[src/rtl/rastreador_execucao_riscv_if.sv]
// rtl/rastreador_execucao_riscv_if.sv - snoop inputs and trace output stream of the execution tracer
// Snoop side : pc, escrever_registrador, registrador_destino, dados_escrita
// Output side: saida_valida, saida_pronta, saida_pc, saida_rd, saida_dado
// master = datapath/consumer side, slave = tracer side
interface rastreador_execucao_riscv_if #(
  parameter int XLEN       = 32,
  parameter int REG_ADDR_W = 5
);
  logic [XLEN-1:0]       pc;
  logic                  escrever_registrador;
  logic [REG_ADDR_W-1:0] registrador_destino;
  logic [XLEN-1:0]       dados_escrita;
  logic                  saida_valida;
  logic                  saida_pronta;
  logic [XLEN-1:0]       saida_pc;
  logic [REG_ADDR_W-1:0] saida_rd;
  logic [XLEN-1:0]       saida_dado;

  modport master (
    output pc, escrever_registrador, registrador_destino, dados_escrita, saida_pronta,
    input  saida_valida, saida_pc, saida_rd, saida_dado
  );

  modport slave (
    input  pc, escrever_registrador, registrador_destino, dados_escrita, saida_pronta,
    output saida_valida, saida_pc, saida_rd, saida_dado
  );
endinterface

[src/rtl/rastreador_execucao_riscv.sv]
// rtl/rastreador_execucao_riscv.sv - execution tracer: buffers non-x0 writebacks, counts, detects halt
// clk, reset_n (async, active low)
// habilitar          : enable capture      modo_sobrescrever : 0 drop when full, 1 overwrite oldest
// bus (slave)        : snoop inputs + first-word-fall-through trace stream
// ocupacao           : entries stored      contador_ciclos/escritas : saturating counters
// transbordou        : sticky loss flag    parado : halt detected
module rastreador_execucao_riscv #(
  parameter int XLEN        = 32,
  parameter int REG_ADDR_W  = 5,
  parameter int DEPTH       = 16,
  parameter int HALT_CYCLES = 4,
  parameter int CNT_W       = 32
) (
  input  logic                       clk,
  input  logic                       reset_n,
  input  logic                       habilitar,
  input  logic                       modo_sobrescrever,
  rastreador_execucao_riscv_if.slave bus,
  output logic [$clog2(DEPTH):0]     ocupacao,
  output logic [CNT_W-1:0]           contador_ciclos,
  output logic [CNT_W-1:0]           contador_escritas,
  output logic                       transbordou,
  output logic                       parado
);
  localparam int AW = $clog2(DEPTH);
  localparam int RW = $clog2(HALT_CYCLES + 1);
  localparam int EW = 2 * XLEN + REG_ADDR_W;
  localparam logic [AW:0] OCUP_MAX = (AW + 1)'(DEPTH);

  typedef enum logic [1:0] {OCIOSO, CAPTURANDO, PARADO} estado_t;

  estado_t          estado_q;
  logic [EW-1:0]    mem_q [DEPTH];
  logic [AW-1:0]    wr_ptr_q, wr_ptr_d, rd_ptr_q, rd_ptr_d;
  logic [AW:0]      ocup_q, ocup_d;
  logic [EW-1:0]    cabeca_q, cabeca_d;
  logic [CNT_W-1:0] ciclos_q, escritas_q;
  logic             transbordou_q, parado_q;
  logic [XLEN-1:0]  pc_anterior_q;
  logic             pc_valido_q;
  logic [RW-1:0]    repeticoes_q, repeticoes_d;

  logic capturando, iniciar, evt, cheia, pop, push, sobrescreve, descarta, halt;
  logic [EW-1:0] entrada;

  assign capturando  = (estado_q == CAPTURANDO);
  assign iniciar     = (estado_q == OCIOSO) && habilitar;
  assign evt         = capturando && bus.escrever_registrador && (bus.registrador_destino != '0);
  assign cheia       = (ocup_q == OCUP_MAX);
  assign pop         = (ocup_q != '0) && bus.saida_pronta;
  // When full, a push only lands if a pop frees a slot or overwrite mode evicts the oldest.
  assign push        = evt && (!cheia || pop || modo_sobrescrever);
  assign sobrescreve = evt && cheia && !pop && modo_sobrescrever;
  assign descarta    = evt && cheia && !pop && !modo_sobrescrever;
  assign entrada     = {bus.pc, bus.registrador_destino, bus.dados_escrita};
  // pc_valido_q gates the very first capture cycle so it always counts as a change.
  assign repeticoes_d = (pc_valido_q && (bus.pc == pc_anterior_q)) ? repeticoes_q + RW'(1) : '0;
  assign halt         = capturando && (repeticoes_d == RW'(HALT_CYCLES));

  always_comb begin
    wr_ptr_d = push ? wr_ptr_q + AW'(1) : wr_ptr_q;
    rd_ptr_d = (pop || sobrescreve) ? rd_ptr_q + AW'(1) : rd_ptr_q;
    ocup_d   = ocup_q;
    if (push && !pop && !sobrescreve) ocup_d = ocup_q + (AW + 1)'(1);
    else if (pop && !push)            ocup_d = ocup_q - (AW + 1)'(1);
    // Next head: bypass the entry being written when it becomes the head this edge.
    cabeca_d = (push && (rd_ptr_d == wr_ptr_q)) ? entrada : mem_q[rd_ptr_d];
  end

  always_ff @(posedge clk) begin
    if (push) mem_q[wr_ptr_q] <= entrada;
  end

  always_ff @(posedge clk or negedge reset_n) begin
    if (!reset_n) begin
      estado_q      <= OCIOSO;
      wr_ptr_q      <= '0;
      rd_ptr_q      <= '0;
      ocup_q        <= '0;
      cabeca_q      <= '0;
      ciclos_q      <= '0;
      escritas_q    <= '0;
      transbordou_q <= 1'b0;
      parado_q      <= 1'b0;
      pc_anterior_q <= '0;
      pc_valido_q   <= 1'b0;
      repeticoes_q  <= '0;
    end else if (iniciar) begin
      estado_q      <= CAPTURANDO;
      wr_ptr_q      <= '0;
      rd_ptr_q      <= '0;
      ocup_q        <= '0;
      ciclos_q      <= '0;
      escritas_q    <= '0;
      transbordou_q <= 1'b0;
      parado_q      <= 1'b0;
      pc_valido_q   <= 1'b0;
      repeticoes_q  <= '0;
    end else begin
      wr_ptr_q <= wr_ptr_d;
      rd_ptr_q <= rd_ptr_d;
      ocup_q   <= ocup_d;
      if (ocup_d != '0) cabeca_q <= cabeca_d;
      if (descarta || sobrescreve) transbordou_q <= 1'b1;
      if (evt && (escritas_q != '1)) escritas_q <= escritas_q + CNT_W'(1);
      if (capturando) begin
        if (ciclos_q != '1) ciclos_q <= ciclos_q + CNT_W'(1);
        pc_anterior_q <= bus.pc;
        pc_valido_q   <= 1'b1;
        repeticoes_q  <= repeticoes_d;
      end
      case (estado_q)
        CAPTURANDO: begin
          if (!habilitar) begin
            estado_q <= OCIOSO;
          end else if (halt) begin
            estado_q <= PARADO;
            parado_q <= 1'b1;
          end
        end
        PARADO:  if (!habilitar) estado_q <= OCIOSO;
        default: estado_q <= estado_q;
      endcase
    end
  end

  assign bus.saida_valida = (ocup_q != '0);
  assign {bus.saida_pc, bus.saida_rd, bus.saida_dado} = cabeca_q;
  assign ocupacao          = ocup_q;
  assign contador_ciclos   = ciclos_q;
  assign contador_escritas = escritas_q;
  assign transbordou       = transbordou_q;
  assign parado            = parado_q;
endmodule

[src/flat_wrapper.sv]
// flat-port wrapper written by rule: the top's interface ports become plain ports
module rastreador_execucao_riscv_flat 
#(
  parameter int XLEN        = 32,
  parameter int REG_ADDR_W  = 5,
  parameter int DEPTH       = 16,
  parameter int HALT_CYCLES = 4,
  parameter int CNT_W       = 32
)
  (clk, reset_n, habilitar, modo_sobrescrever, ocupacao, contador_ciclos, contador_escritas, transbordou, parado, bus_pc, bus_escrever_registrador, bus_registrador_destino, bus_dados_escrita, bus_saida_pronta, bus_saida_valida, bus_saida_pc, bus_saida_rd, bus_saida_dado);
  rastreador_execucao_riscv_if #(.XLEN(XLEN), .REG_ADDR_W(REG_ADDR_W)) bus_i ();
  input  logic clk;
  input  logic reset_n;
  input  logic habilitar;
  input  logic modo_sobrescrever;
  output logic [$clog2(DEPTH):0] ocupacao;
  output logic [CNT_W-1:0] contador_ciclos;
  output logic [CNT_W-1:0] contador_escritas;
  output logic transbordou;
  output logic parado;
  input wire logic [$bits(bus_i.pc)-1:0] bus_pc;
  input wire logic [$bits(bus_i.escrever_registrador)-1:0] bus_escrever_registrador;
  input wire logic [$bits(bus_i.registrador_destino)-1:0] bus_registrador_destino;
  input wire logic [$bits(bus_i.dados_escrita)-1:0] bus_dados_escrita;
  input wire logic [$bits(bus_i.saida_pronta)-1:0] bus_saida_pronta;
  output wire logic [$bits(bus_i.saida_valida)-1:0] bus_saida_valida;
  output wire logic [$bits(bus_i.saida_pc)-1:0] bus_saida_pc;
  output wire logic [$bits(bus_i.saida_rd)-1:0] bus_saida_rd;
  output wire logic [$bits(bus_i.saida_dado)-1:0] bus_saida_dado;
  assign bus_i.pc = bus_pc;
  assign bus_i.escrever_registrador = bus_escrever_registrador;
  assign bus_i.registrador_destino = bus_registrador_destino;
  assign bus_i.dados_escrita = bus_dados_escrita;
  assign bus_i.saida_pronta = bus_saida_pronta;
  assign bus_saida_valida = bus_i.saida_valida;
  assign bus_saida_pc = bus_i.saida_pc;
  assign bus_saida_rd = bus_i.saida_rd;
  assign bus_saida_dado = bus_i.saida_dado;
  rastreador_execucao_riscv #(.XLEN(XLEN), .REG_ADDR_W(REG_ADDR_W), .DEPTH(DEPTH), .HALT_CYCLES(HALT_CYCLES), .CNT_W(CNT_W)) u_core (.clk(clk), .reset_n(reset_n), .habilitar(habilitar), .modo_sobrescrever(modo_sobrescrever), .bus(bus_i), .ocupacao(ocupacao), .contador_ciclos(contador_ciclos), .contador_escritas(contador_escritas), .transbordou(transbordou), .parado(parado));
endmodule
[config.mk]
export PLATFORM = sky130hd
export DESIGN_NAME = rastreador_execucao_riscv_flat
export DESIGN_NICKNAME = d
export VERILOG_FILES = /design/src/rtl/rastreador_execucao_riscv_if.sv /design/src/rtl/rastreador_execucao_riscv.sv /design/src/flat_wrapper.sv
export SDC_FILE = /design/constraint.sdc
export NUM_CORES = 2
export LEC_CHECK = 0
export BUFFER_PORTS_ARGS = -buffer_cell sky130_fd_sc_hd__clkbuf_2
export CAP_MARGIN = 0
export CORE_MARGIN = 4
export CORE_UTILIZATION = 42
export CTS_BUF_LIST = sky130_fd_sc_hd__clkbuf_2 sky130_fd_sc_hd__clkbuf_4 sky130_fd_sc_hd__clkbuf_8
export CTS_CLUSTER_SIZE = 40
export DETAILED_ROUTE_END_ITERATION = 12
export PLACE_DENSITY_LB_ADDON = 0.15
export SLEW_MARGIN = 0
export SYNTH_ARGS = -nofsm -noshare
export SYNTH_HDL_FRONTEND = slang
export SYNTH_SLANG_ARGS = --single-unit
[constraint.sdc]
create_clock -name clk -period 8.8 [get_ports clk]
set_clock_uncertainty 0.05 [all_clocks]
set_input_delay 0.44 -clock clk [delete_from_list [all_inputs] [get_ports clk]]
set_output_delay 0.44 -clock clk [all_outputs]
set_load 0.05 [all_outputs]
==> flow_summary_export.csv <==
group,metric,value,unit
worst_hold_path,min_path_type,"in2reg",
global_routing,grt_max_degree,152,
yosys,ys_ff_latch,1290,
global_routing,grt_antenna_before_repair,11,
die,die_w,387,um
worst_setup_path,start_kind,"flip-flop",
timing,period_minus_slack,5370,ps
clock_tree,clock-sinks,1290,
clock_tree,postCtsSetupBuffers,0,
yosys,ys.flop_type,"edfxtp_1",
global_routing,grt_pass1_vias,37100,
drt,ant_nets,0,
global_routing,grt_pass1_wl,248,mm
final_layout,final_core_util,0.483,
worst_setup_path,timing.rr.start,"u_core.rd_ptr_q[0]$_DFF_PN0_",
place,place.gp.congestion,0.734,
yosys,synth_top_cell_by_area,"edfxtp_1",
drt,viasPerCell,5.95,
power_and_ir_drop,peakVddDrop,0.241,mV
global_routing,track_usage,0.221,
drt,wire_per_inst,27.1,um
die,rows,138,
place,portBuffers,215,
yosys,synth.cell_area,60300,um^2
yosys,postSynthAreaPerCell,15.9,um^2
yosys,synth-edff-count,1104,
clock_tree,root_buffer,"clkbuf_8",
run_status,status,"finished, final reports clean",
yosys,yosys-top-cells-area,"edfxtp_1 (55%), mux4_2 (21%), dfrtp_1 (7.7%)",
global_routing,overflow,0,
timing,rsz0062_at_grt,"no",
run,cap_violations,0,
worst_setup_path,crit_type,"reg2reg",
yosys,syn-instance-count,3792,
timing,max-slew-margin-rel,0.169,
final_layout,fillCellCount,12000,
clock_tree,clk_latency,930,ps
final_layout,fin_nets,4168,
worst_setup_path,required,9570,ps
timing,fin_crit_sh,0.610,
clock_tree,post_cts_resized,0,
yosys,syn_nets,3878,
clock_tree,cts_inserted_buffers,215,
timing,setup_viol,0,
clock_tree,clkSlewWorstSetupHoldPaths,60,ps
place,dpl_cell_area,63300,um^2
die,initial_utilization,0.424,
timing,hold_ws,133,ps
die,design.portCount,216,
drt,num_vias,36600,
worst_setup_path,arrival,6130,ps
die,design.die.area,150000,um^2
timing,hold_violations,0,
die,core,142000,um^2
yosys,ys.warnings.count,0,
die,die_y,387,um
timing,max_freq,186,MHz
final_layout,final_area,68600,um^2
drt,drt_wl_total,167,mm
power_and_ir_drop,p_leak,23.5,nW
power_and_ir_drop,power_density,299,nW/um^2
worst_setup_path,crit_path_end_kind,"flip-flop",
timing,worstMarginPinSlew,1240,ps
worst_hold_path,min-delay-start,"bus_escrever_registrador",
clock_tree,hold_buffers,75,
power_and_ir_drop,power,20.5,mW
drt,drcViolationCount,0,
clock_tree,h-tree-depth,4,
clock_tree,cts_buffer_depth,3,
yosys,synth_cell_types,65,
yosys,ys_async_sr_fraction,0.144,
timing,slew_violations,0,
clock_tree,cts_tree,"built",
worst_setup_path,worstPathMaxFanout,58,
worst_setup_path,crit_start,"u_core.rd_ptr_q[0]$_DFF_PN0_",
place,dp_hpwl,82.8,mm
timing,tns,0,ps
yosys,yosysSeqAreaShare,0.627,
yosys,synth_top_cell_area_share,0.550,
drt,first_pass_iters,5,
final_layout,drive_gt1_frac,0.294,
drt,drtIter0Drc,3074,
final_layout,syn_to_final_growth,13.8,%
[power breakdown]
group | internal (mW) | total [mW] | switching, mW
registers | 6.97 | 7.31 | 0.341
logic | 3.34 | 7.73 | 4.39
clock network | 3.01 | 5.45 | 2.44
total | 13.3 | 20.5 | 7.17
[synthesized netlist by cell type (15+ instances only)]
| cell | n |
|---|---|
| buf_1 | 43 |
| nor2_1 | 163 |
| dfrtp_1 | 186 |
| nand4_1 | 28 |
| xor2_1 | 41 |
| clkbuf_1 | 175 |
| buf_2 | 53 |
| nand2_1 | 752 |
| edfxtp_1 | 1104 |
| o31ai_1 | 73 |
| inv_1 | 15 |
| xnor2_1 | 54 |
| a311oi_1 | 138 |
| nand3_1 | 171 |
| mux4_2 | 552 |
| and3_1 | 83 |
| a21oi_1 | 16 |
[kinds of logic after synthesis]
logic type,count (synthesis),synth area share
flip-flops,1290,0.627
multiplexers,557,0.207
AO/OA/AOI/OAI,266,0.0357
adder cells (fa/ha/maj),11,0.00228
XOR/XNOR,97,0.0143
buffers and inverters,301,0.0215
AND/OR/NAND/NOR,1270,0.0914
[area by class of cell]
class | count | area, um^2 | share of cell area
Multi-Input combinational cell | 2201 | 21300 | 0.311
Clock inverter | 68 | 465 | 0.00679
Inverter | 15 | 56.3 | 0.000821
Tap cell | 1890 | 2360 | 0.0345
Antenna cell | 4 | 10.0 | 0.000146
Timing Repair Buffer | 359 | 2520 | 0.0368
Clock buffer | 331 | 4010 | 0.0584
Sequential cell | 1290 | 37800 | 0.551
[state kept, by name, summed over array words and instances, names as in the netlist]
signal,count
u_core.estado_q,2
u_core.parado,1
u_core.mem_q,1104
u_core.transbordou,1
u_core.repeticoes_q,3
u_core.contador_escritas,32
u_core.cabeca_q,69
u_core.pc_valido_q,1
u_core.rd_ptr_q,4
u_core.contador_ciclos,32
u_core.pc_anterior_q,32
u_core.ocupacao,5
u_core.wr_ptr_q,4
[metrics by stage]
step / instances / worst slack [ps]
final: 6158 / 3430
after CTS: 6154 / 3330
after detailed placement: 5680 / 3350
after global routing: 6155 / 3010
after floorplan: 3792 / 1460
after global placement: 5680 / 3370
[worst max-delay path, stage by stage (launching register included)]
cell      delay [ps]
dfrtp_4          920
ha_4             520
buf_4            630
buf_4            770
buf_4            870
mux4_2           350
nand2_1           50
and3_1           210
a311oi_1         300
a311oi_1          90
o31ai_1          270
[per-layer routing]
layer | wire length, um | part of all wire | track usage | up-vias
li1 | - | - | - | 15700
met1 | 72700 | 0.44 | 0.309 | 19400
met2 | 79700 | 0.48 | 0.356 | 1232
met3 | 10900 | 0.065 | 0.0459 | 243
met4 | 3430 | 0.021 | 0.0595 | 10
met5 | 57 | 0.00034 | 0 | -
[final timing paths]
check | to | slack, ps | cells after the start
max in group asynchronous | u_core.cabeca_q[36]$_DFFE_PN0P_ | 6380 | 5
min reg2reg | u_core.cabeca_q[34]$_DFFE_PN0P_ | 430 | 2
max | u_core.cabeca_q[8]$_DFFE_PN0P_ | 3430 | 10
min in group asynchronous | u_core.repeticoes_q[1]$_DFFE_PN0P_ | 520 | 3
max reg2reg | u_core.cabeca_q[8]$_DFFE_PN0P_ | 3430 | 10
min | u_core.transbordou$_DFFE_PN0P_ | 130 | 5
[layout by cell type (no fill, tap or decap), types with 8 or more instances in the layout]
master,count
clkbuf_4,88
and3_1,83
a21oi_1,16
buf_12,12
o21ai_0,14
nor2_4,12
dlygate4sd3_1,74
and4_1,9
inv_1,15
nand4_1,28
nor3_1,10
mux4_2,552
or3_1,8
o31ai_1,73
clkbuf_2,214
xor2_1,41
nand2_1,752
clkbuf_8,243
clkinvlp_4,8
and2_1,9
a311oi_1,138
clkinv_1,35
buf_4,57
dfrtp_1,184
ha_1,10
nor2_1,151
clkinv_2,14
nand3_1,171
edfxtp_1,1104
xnor2_1,53
Power figures use the tool's default switching activity.
